File: src/rtl/uart_pkg.sv
// Shared definitions for the UART transmit framer: FSM state encoding and
// the line levels used for idle and start conditions.
package uart_pkg;

    typedef enum logic [2:0] {
        ST_IDLE   = 3'd0,
        ST_START  = 3'd1,
        ST_DATA   = 3'd2,
        ST_PARITY = 3'd3,
        ST_STOP   = 3'd4
    } uart_state_e;

    localparam logic UART_IDLE_LEVEL  = 1'b1;
    localparam logic UART_START_LEVEL = 1'b0;

endpackage

File: src/rtl/uart_tx_frame_baud_tick.sv
// Bit-period timer for the UART framer. Counts 0..CLKS_PER_BIT-1 and raises
// tick on the last cycle of each period. clear restarts the period so a new
// frame's start bit gets a full bit time.
module uart_baud_tick #(
    parameter int CLKS_PER_BIT = 16
) (
    input  logic clk,
    input  logic rst,
    input  logic clear,
    output logic tick
);

    localparam int CW = (CLKS_PER_BIT > 1) ? $clog2(CLKS_PER_BIT) : 1;
    localparam logic [CW-1:0] LAST_COUNT = CW'(CLKS_PER_BIT - 1);

    logic [CW-1:0] cnt_q;
    logic [CW-1:0] cnt_d;

    assign tick = (cnt_q == LAST_COUNT);

    // Next count: wrap at the end of a period, restart on clear
    always_comb begin
        cnt_d = cnt_q + CW'(1);
        if (clear || tick) begin
            cnt_d = '0;
        end
    end

    // Counter register with synchronous reset
    always_ff @(posedge clk) begin
        if (rst) begin
            cnt_q <= '0;
        end else begin
            cnt_q <= cnt_d;
        end
    end

endmodule

File: src/rtl/uart_tx_frame.sv
// UART transmit framer: takes a word over valid/ready and shifts it out on tx
// as start bit, LSB-first data, optional even parity and STOP_BITS stop bits.
// Optional feature macro: UART_TX_PARITY_EN adds the parity bit.
import uart_pkg::*;

module uart_tx_frame #(
    parameter int DATA_W       = 8,
    parameter int CLKS_PER_BIT = 16,
    parameter int STOP_BITS    = 1
) (
    input  logic              clk,
    input  logic              rst,
    input  logic [DATA_W-1:0] data_in,
    input  logic              valid_in,
    output logic              ready_out,
    output logic              tx,
    output logic              busy,
    output logic              done
);

    localparam int BW = $clog2(DATA_W);
    localparam logic [BW-1:0] LAST_BIT  = BW'(DATA_W - 1);
    localparam logic [BW-1:0] LAST_STOP = BW'(STOP_BITS - 1);

    uart_state_e       state_q, state_d;
    logic [DATA_W-1:0] shift_q, shift_d;
    logic [BW-1:0]     bit_q, bit_d;
    logic              tx_q, tx_d;
    logic              done_q, done_d;
`ifdef UART_TX_PARITY_EN
    logic              parity_q, parity_d;
`endif

    logic handshake;
    logic tick;

    assign ready_out = (state_q == ST_IDLE);
    assign busy      = ~ready_out;
    assign handshake = valid_in && ready_out;
    assign tx        = tx_q;
    assign done      = done_q;

    uart_baud_tick #(
        .CLKS_PER_BIT(CLKS_PER_BIT)
    ) u_baud (
        .clk  (clk),
        .rst  (rst),
        .clear(handshake),
        .tick (tick)
    );

    // Framing FSM: tx_d is the level for the bit period that starts at the
    // next edge, so the registered line changes together with the state
    always_comb begin
        state_d  = state_q;
        shift_d  = shift_q;
        bit_d    = bit_q;
        tx_d     = tx_q;
        done_d   = 1'b0;
`ifdef UART_TX_PARITY_EN
        parity_d = parity_q;
`endif
        case (state_q)
            ST_IDLE: begin
                tx_d = UART_IDLE_LEVEL;
                if (handshake) begin
                    shift_d  = data_in;
                    bit_d    = '0;
                    tx_d     = UART_START_LEVEL;
                    state_d  = ST_START;
`ifdef UART_TX_PARITY_EN
                    parity_d = ^data_in;
`endif
                end
            end
            ST_START: begin
                if (tick) begin
                    state_d = ST_DATA;
                    tx_d    = shift_q[0];
                end
            end
            ST_DATA: begin
                if (tick) begin
                    shift_d = shift_q >> 1;
                    if (bit_q == LAST_BIT) begin
                        bit_d   = '0;
`ifdef UART_TX_PARITY_EN
                        state_d = ST_PARITY;
                        tx_d    = parity_q;
`else
                        state_d = ST_STOP;
                        tx_d    = UART_IDLE_LEVEL;
`endif
                    end else begin
                        bit_d = bit_q + BW'(1);
                        tx_d  = shift_q[1];
                    end
                end
            end
`ifdef UART_TX_PARITY_EN
            ST_PARITY: begin
                if (tick) begin
                    state_d = ST_STOP;
                    bit_d   = '0;
                    tx_d    = UART_IDLE_LEVEL;
                end
            end
`endif
            ST_STOP: begin
                if (tick) begin
                    if (bit_q == LAST_STOP) begin
                        state_d = ST_IDLE;
                        done_d  = 1'b1;
                        tx_d    = UART_IDLE_LEVEL;
                    end else begin
                        bit_d = bit_q + BW'(1);
                    end
                end
            end
            default: begin
                state_d = ST_IDLE;
                tx_d    = UART_IDLE_LEVEL;
            end
        endcase
    end

    // State and datapath registers; reset aborts any frame without done
    always_ff @(posedge clk) begin
        if (rst) begin
            state_q  <= ST_IDLE;
            shift_q  <= '0;
            bit_q    <= '0;
            tx_q     <= UART_IDLE_LEVEL;
            done_q   <= 1'b0;
`ifdef UART_TX_PARITY_EN
            parity_q <= 1'b0;
`endif
        end else begin
            state_q  <= state_d;
            shift_q  <= shift_d;
            bit_q    <= bit_d;
            tx_q     <= tx_d;
            done_q   <= done_d;
`ifdef UART_TX_PARITY_EN
            parity_q <= parity_d;
`endif
        end
    end

endmodule
File: config.mk
export PLATFORM = sky130hd
export DESIGN_NAME = uart_tx_frame
export DESIGN_NICKNAME = d
export VERILOG_FILES = /design/src/rtl/uart_pkg.sv /design/src/rtl/uart_tx_frame_baud_tick.sv /design/src/rtl/uart_tx_frame.sv
export SDC_FILE = /design/constraint.sdc
export NUM_CORES = 1
export LEC_CHECK = 0
export CAP_MARGIN = 25
export CORE_UTILIZATION = 26
export DETAILED_ROUTE_END_ITERATION = 12
export PLACE_DENSITY = 0.53
export SETUP_SLACK_MARGIN = 0.4
export SLEW_MARGIN = 20
export SYNTH_ARGS = -nofsm -noshare
export SYNTH_HDL_FRONTEND = slang
export SYNTH_SLANG_ARGS = --single-unit
File: constraint.sdc
create_clock -name clk -period 4.94 [get_ports clk]
set_clock_uncertainty 0.1 [all_clocks]
set_input_delay 1.235 -clock clk [delete_from_list [all_inputs] [get_ports clk]]
set_output_delay 1.235 -clock clk [all_outputs]
set_load 0.01 [all_outputs]
After elaboration in Yosys (flattened, before gate mapping). Index checks and enable logic that the tools add are counted.

Register bits: 20. Input bits: 11. Output and inout port bits: 4. Logic and storage cells: 59.

Add/subtract/negate cells: 2. Eq/ne operators: 12. Mux-type cells: 24. Bitwise operators: 3. Reduce and logical (&&, ||, !) cells: 12.

Operators with widths (number): $mux W3 (11); $mux W8 (2); $pmux W8 S2 (1); $pmux W3 S4 (1); $pmux W3 S3 (1); $ne A2 B1 Y1 const B (4); $mux W1 (7); $eq A3 B3 Y1 const B (2); $logic_not A3 Y1 (2); $ne A2 B2 Y1 const B (3); $reduce_and A6 Y1 (1); $reduce_and A5 Y1 (1); $add A4 B1 Y4 const B (1); $eq A4 B4 Y1 const B (1); $pmux W1 S4 (1); $reduce_and A4 Y1 (1); $add A3 B1 Y3 const B (1); $eq A3 B1 Y1 const B (1); $eq A3 B2 Y1 const B (1); $not A1 Y1 (3); $reduce_and A3 Y1 (1); $reduce_bool A3 Y1 (1); $reduce_or A3 Y1 (1); $reduce_bool A2 Y1 (1); other kinds (3) (3).

Logic depth before layout (Yosys ltp). Gate-level depths: netlist (run 1).

Depth after elaboration: 4. Depth in mapped cells: 7. Gate-level depth less buffers: 6.

Hierarchy. Synthesis (run 1) repeated with hierarchy kept, for this count alone.

Cells, all modules: 121. Area total of the unflattened synthesis: 1076.0 um^2.

By module, submodules not included: uart_tx_frame (times used 1, cells an instance 105, area an instance 918.4 um^2, seq. area each 320.3 um^2); uart_baud_tick (times used 1, cells an instance 16, area an instance 157.7 um^2, seq. area each 80.1 um^2).

Worst setup path before layout (run 1). No wires, ideal clock.

Path type: register -> output. Start: register state_q[1]. End: output port busy. Arrival time: 0.825 ns. Data required time: 3.605 ns. Path slack: 2.780 ns. Cell stages (with the launch flop): 4. Buffers on the path: 1. Cells stage by stage: dfxtp_1 > buf_6 > nor3_4 > inv_1.

Longest elaborated chain between the ends: 2.

RTL lines: from (decl) (line uart_tx_frame.sv:25) `uart_state_e state_q, state_d;`; from (signal assigned) (line uart_tx_frame.sv:139) `state_q <= state_d;`; $logic_not A3 Y1 (line uart_tx_frame.sv:37) `assign ready_out = (state_q == ST_IDLE);`; named net ready_out (line uart_tx_frame.sv:15) `output logic ready_out,`; $not A1 Y1 (line uart_tx_frame.sv:38) `assign busy = ~ready_out;`; to (decl) (line uart_tx_frame.sv:17) `output logic busy,`.

The timed path passes the listed nets, and every way through them passes these cells.

Final worst setup path (run 1).
Start: register state_q[0]. End: output port busy.

Longest elaborated chain between the ends: 2.

RTL lines (line): $logic_not A3 Y1 (uart_tx_frame.sv:37); $not A1 Y1 (uart_tx_frame.sv:38).

No other way between the ends.

==> results of run 1 <==
## stage by stage
stage | cell area [µm²] | total power [mW] | util | std cells | hold WS [ns]
floorplan | 1060 | 0.206 | - | 113 | 0.353
global placement | 1210 | 0.221 | 0.319 | 168 | 0.365
detailed placement | 1210 | 0.222 | 0.319 | 168 | 0.382
CTS | 1280 | 0.388 | 0.338 | 172 | 0.394
global route | 1280 | 0.400 | 0.338 | 172 | 0.410
finish | 1280 | 0.382 | 0.338 | 172 | 0.389
## worst max-delay path by stage
stage,slack (ns),depth (start not counted),endpoint,startpoint
after floorplan,2.78,3,busy,state_q[1]
after global placement,2.21,4,state_q[0],rst
after detailed placement,2.12,4,state_q[0],rst
after CTS,1.96,3,busy,state_q[0]
after global routing,1.85,3,busy,state_q[0]
final,1.97,3,busy,state_q[0]
## layer usage
| layer | wire, µm | global-route usage | up-vias |
|---|---|---|---|
| met1 | 1080 | 0.141 | 369 |
| met4 | 25 | 0.0326 | 0 |
| li1 | - | - | 422 |
| met3 | 41 | 0.0155 | 2 |
| met5 | 0 | 0 | - |
| met2 | 910 | 0.175 | 8 |
## cell families (layout without fill, tap and decap cells)
| logic type | Yosys count | after routing |
|---|---|---|
| DFF | 20 | 20 |
| adders and majority gates | 4 | 4 |
| and+or+nand+nor | 41 | 41 |
| xor gates and xnor gates | 2 | 2 |
| AOI/OAI and AO/OA | 23 | 23 |
| muxes | 11 | 11 |
| buffers and inverters | 12 | 23 |
## layout make-up
type / instances / area, µm²
Multi-Input combinational cell: 81 / 592
Inverter: 5 / 18.8
Fill cell: 390 / 2520
Sequential cell: 20 / 400
Clock inverter: 1 / 30.0
Timing Repair Buffer: 14 / 140
Clock buffer: 3 / 41.3
Tap cell: 48 / 60.1
## power groups by stage
stage | Combinational (mW) | Sequential, mW | Clock [mW]
2_1_floorplan | 0.0282 | 0.177 | 0
3_3_place_gp | 0.0410 | 0.180 | 0
3_5_place_dp | 0.0422 | 0.180 | 0
4_1_cts | 0.0425 | 0.176 | 0.170
5_1_grt | 0.0468 | 0.177 | 0.175
6_report | 0.0420 | 0.176 | 0.164
## synth_stat cells
master	n
buf_2	2
a21oi_1	5
a22o_4	1
clkbuf_1	2
ha_1	4
nand4b_1	1
nor2b_1	2
a21o_1	1
nand2b_1	7
o21ba_2	1
nor2_1	12
nand3_1	4
a211oi_2	2
buf_6	3
nand3b_1	2
a211oi_1	6
dfxtp_1	20
a21o_4	1
a21boi_0	1
nor4b_1	1
nor3b_2	1
mux2i_1	11
nor3_4	1
nor4_1	1
o21ai_0	4
inv_1	5
o21a_1	1
nand2_1	3
and3_1	1
nor3b_1	1
xnor2_1	2
nor3_1	4
## flip-flops by register name (all words and copies together), names as in the netlist
name / count
state_q: 3
tx: 1
shift_q: 8
bit_q: 3
done: 1
u_baud.cnt_q: 4
## worst reg2reg max path, delay by kind of cell (launching register included)
kind             cells  cell delay (ns)
AND/OR/NAND/NOR      1             0.74
multiplexers         1             0.18
flip-flops           1             0.54
AO/OA/AOI/OAI        2             0.47
==> impl_metrics.json, run 1 <==
{
  "outcome": "completed",
  "layout_commonest_cell": "dfxtp_1",
  "synth-seq-cells": 20,
  "clkSinkCount": 20,
  "first_iter_violations": 8,
  "antennaDiodeCount": 0,
  "synth.area.top_cells": "dfxtp_1 (38%), mux2i_1 (10%), ha_1 (4.7%), a211oi_1 (4.2%), nor2_1 (4.2%)",
  "synth-simple-area-share": 0.220,
  "die-area_mm2": 0.00435,
  "fmax_mhz": 336,
  "dpl.hpwl_mm": 1.54,
  "report.final.setup_viol": 0,
  "worst_r2r_endpoint": "bit_q[0]",
  "ctsResizeCount": 0,
  "cts_setup_buffers": 0,
  "initial_core_util": 0.280,
  "finalHoldViolations": 0,
  "synthXorXnorAreaFrac": 0.0165,
  "viasPerCell": 4.66,
  "synth_compound_area_frac": 0.170,
  "drc": 0,
  "slew_viol_final": 0,
  "die_h_um": 65.9,
  "p_sw_mw": 0.0812,
  "p_leak_nw": 0.458,
  "timing.rr.start": "state_q[1]",
  "combPwrFrac": 0.110,
  "hold_path_end": "u_baud.cnt_q[0]",
  "finalSetupTns_ns": 0,
  "clkPwrFrac": 0.429,
  "syn_avg_cell_area_um2": 9.40,
  "r2r_cells": 4,
  "fin_crit_ns": 2.97,
  "crit_required_ns": 3.61,
  "first_pass_iters": 2,
  "cp.buffers_inverters": 2,
  "cts_tree": "done",
  "cts_made_buffers": 3,
  "core-area_mm2": 0.00380,
  "io_pins": 15,
  "fin_crit_sh": 0.602,
  "switching_share": 0.213,
  "critPathSlowestCell": "dfxtp_1",
  "netlist_area_mm2": 0.00106,
  "slowest_delay_ns": 0.68,
  "worstPathCellList": "nor3_4 > inv_1 > clkdlybuf4s50_1",
  "routedWlPerCell_um": 11.9,
  "yosysTopAreaCell": "dfxtp_1",
  "num_vias": 801,
  "synth_cell_types": 32,
  "area_delta_synth_final_pct": 20.7,
  "irDropWorstVdd_uv": 123,
  "place.gp.congestion": 0.754,
  "clk_path_buf_depth": 2,
  "synthMuxAreaShare": 0.104,
  "drv_cap": 0,
  "syn_nets": 128,
  "min_path_type": "flop to flop",
  "pre_cts_slack_ns": 2.12,
  "grt.overflow.total": 0,
  "synth_top_family_by_area": "simple AND/OR/NAND/NOR gates",
  "start_kind": "flop",
  "timing.final.ws_setup_ns": 1.97,
  "rrSetupSlack_ns": 2.85,
  "drtAntennaViolNets": 0,
  "wirelength_mm": 2.05,
  "arrival_ns": 1.64,
  "final_nets": 140,
  "ys_seq_area_frac": 0.377,
  "relSlewSlack": 0.463,
  "grt_antenna_before_repair": 0,
  "critPathKind": "flop to output port",
  "insertion_delay_ns": 0.26,
  "drive_above_1_share": 0.0887,
  "io_buffers": 14,
  "grt_pass1_vias": 800,
  "rsz0062_at_grt": "false",
  "synth_top_area_frac": 0.377,
  "path_clk_slew_ns": 0.08,
  "htree_levels": 1,
  "grt_pass1_wl_mm": 3.55,
  "crit_path_end_kind": "output port",
  "cts-hold-fix-buffers": 0,
  "synth_cells": 113,
  "mostFrequentLayoutCells": "dfxtp_1 (20), clkdlybuf4s50_1 (14), nor2_1 (12)",
  "fp-row-count": 22,
  "yosys_warnings": 0,
  "critPathTopFamily": "flip-flops",
  "grt.total_usage": 0.106,
  "die_w_um": 65.9,
  "cellPowerDensity_mw_per_mm2": 298,
  "grt_start_max_net_pins": 18,
  "internal_power_mw": 0.301,
  "min_from": "u_baud.cnt_q[0]",
  "tightest_slew_ns": 0.802,
  "hold_depth": 1,
  "synthAdderAreaFrac": 0.0471,
  "worstPathMaxFanout": 15,
  "power_frac_seq": 0.461,
  "clockRootBuffer": "clkbuf_8"
}
Power figures use the tool's default switching activity.
==> run 2: changes to the inputs <==
PLACE_DENSITY = 0.55   (was 0.53)
clock period = 2.65 ns   (was 4.94 ns; I/O delays follow)
==> run 2 against run 1 <==
Total power rose by 67%. Clock-buffer cell count rose by 1. Worst setup slack worse by 1.5 ns. Clock power increased by 41%. Critical endpoint unchanged. Critical path depth unchanged. Combinational power up 90%. Global-route usage decreased by 0.14 points. Wire length down 1.6%. Register-to-register slack got worse by 2.0 ns. Sequential power increased by 86%. Non-clock buffer count grew 2. Sequential cell count is the same. Critical path type unchanged. Largest cell class unchanged.
==> impl_metrics.json, run 2 (synthesis results as in run 1) <==
{
  "die_h_um": 65.9,
  "slew_viol_final": 0,
  "finalHoldViolations": 0,
  "cts-hold-fix-buffers": 0,
  "irDropWorstVdd_uv": 237,
  "top_register": "shift_q",
  "slowest_delay_ns": 0.47,
  "finalSetupTns_ns": 0,
  "multiInputGateArea_um2": 592,
  "drv_cap": 0,
  "grt.overflow.total": 0,
  "worstPathCellList": "nor3_4 > inv_1 > clkdlybuf4s50_1",
  "rrSetupSlack_ns": 0.86,
  "drc": 0,
  "cellPowerDensity_mw_per_mm2": 496,
  "htree_levels": 1,
  "critPathKind": "flop to output port",
  "p_leak_nw": 0.468,
  "start_kind": "flop",
  "io_pins": 15,
  "drive_above_1_share": 0.119,
  "largest_register_ffs": 8,
  "report.final.setup_viol": 0,
  "io_buffers": 14,
  "worstPathMaxFanout": 15,
  "wirelength_mm": 2.02,
  "antennaDiodeCount": 0,
  "cts_made_buffers": 3,
  "placed_cell_area_mm2": 0.00122,
  "num-fill-cells": 416,
  "fin_crit_sh": 0.811,
  "wl_met1_um": 975,
  "clk_path_buf_depth": 2,
  "crit_start": "state_q[0]",
  "num_vias": 820,
  "first_pass_iters": 4,
  "area_delta_synth_final_pct": 21.3,
  "grt_antenna_before_repair": 0,
  "wl_met2_um": 938,
  "grt_pass1_wl_mm": 3.43,
  "top_layer_used": "met4",
  "min_path_type": "flop to flop",
  "cp.buffers_inverters": 2,
  "rsz0062_at_grt": "false",
  "grt_pass1_vias": 803,
  "core-area_mm2": 0.00380,
  "design_area_mm2": 0.00129,
  "mostFrequentLayoutCells": "dfxtp_1 (18), clkdlybuf4s50_1 (13), nor2_1 (12)",
  "routedWlPerCell_um": 11.6,
  "first_iter_violations": 12,
  "layout_commonest_cell": "dfxtp_1",
  "viasPerCell": 4.71,
  "fmax_mhz": 465,
  "drtAntennaViolNets": 0,
  "clockRootBuffer": "clkbuf_8",
  "tightest_slew_ns": 0.637,
  "die_w_um": 65.9,
  "initial_core_util": 0.280,
  "final_nets": 142,
  "insertion_delay_ns": 0.26,
  "outcome": "completed",
  "crit_required_ns": 1.89,
  "arrival_ns": 1.39,
  "critPathTopFamily": "buffers and inverters",
  "timing.rr.start": "u_baud.cnt_q[0]",
  "fin_crit_ns": 2.15,
  "grt_start_max_net_pins": 18,
  "clkSinkCount": 20,
  "fp-row-count": 22,
  "critPathSlowestCell": "clkdlybuf4s50_1",
  "relSlewSlack": 0.574,
  "place.gp.congestion": 0.759,
  "min_from": "u_baud.cnt_q[0]",
  "largest_registers": "shift_q x8, u_baud.cnt_q x4",
  "final-seq-area_um2": 405,
  "grt.total_usage": 0.105,
  "crit_path_end_kind": "output port",
  "cts_tree": "done",
  "path_clk_slew_ns": 0.07,
  "die-area_mm2": 0.00435,
  "wl_met3_um": 66,
  "dpl.hpwl_mm": 1.47
}
## run 2: worst paths after layout
| kind | endpoint | depth (start not counted) |
|---|---|---|
| worst max-delay path | busy | 3 |
| worst min-delay path | u_baud.cnt_q[0] | 1 |
| worst min register to register | u_baud.cnt_q[0] | 1 |
| worst max register to register | bit_q[1] | 5 |
## run 2: where the power goes
part           leakage [nW]  total, mW  switching (mW)  internal [mW]
Combinational         0.274     0.0799          0.0344         0.0455
Sequential            0.165      0.328          0.0129          0.315
Clock                0.0288      0.232          0.0993          0.132
Total                 0.468      0.639           0.147          0.493
## run 2: what timing repair did
item / in CTS / in global routing
setup endpoints to repair: 2 / 2
resized for setup: 1 / 3
buffers inserted: 1 / 0
pin swaps: 1 / 0
## run 2: cell type report
cell class                      instances  share of cell area
Inverter                                5              0.0146
Sequential cell                        20               0.315
Multi-Input combinational cell         81               0.459
Tap cell                               48              0.0466
Timing Repair Buffer                   16               0.122
Clock buffer                            4              0.0427
## run 2: per-layer routing
layer  global-route usage  vias up
met5                    0        -
met3               0.0224        5
met2                0.172       11
met4               0.0489        0
li1                     -      428
met1                0.128      376
## run 2: metrics by stage
step           power (mW)  setup slack [ns]   util  instances  hold WS (ns)
6_report            0.639             0.500  0.339        174         0.398
3_3_place_gp        0.411             0.506  0.321        169         0.365
4_1_cts             0.651             0.379  0.338        174         0.402
5_1_grt             0.671             0.415  0.339        174         0.415
3_5_place_dp        0.414             0.416  0.321        169         0.391
2_1_floorplan       0.383              1.01      -        113         0.353
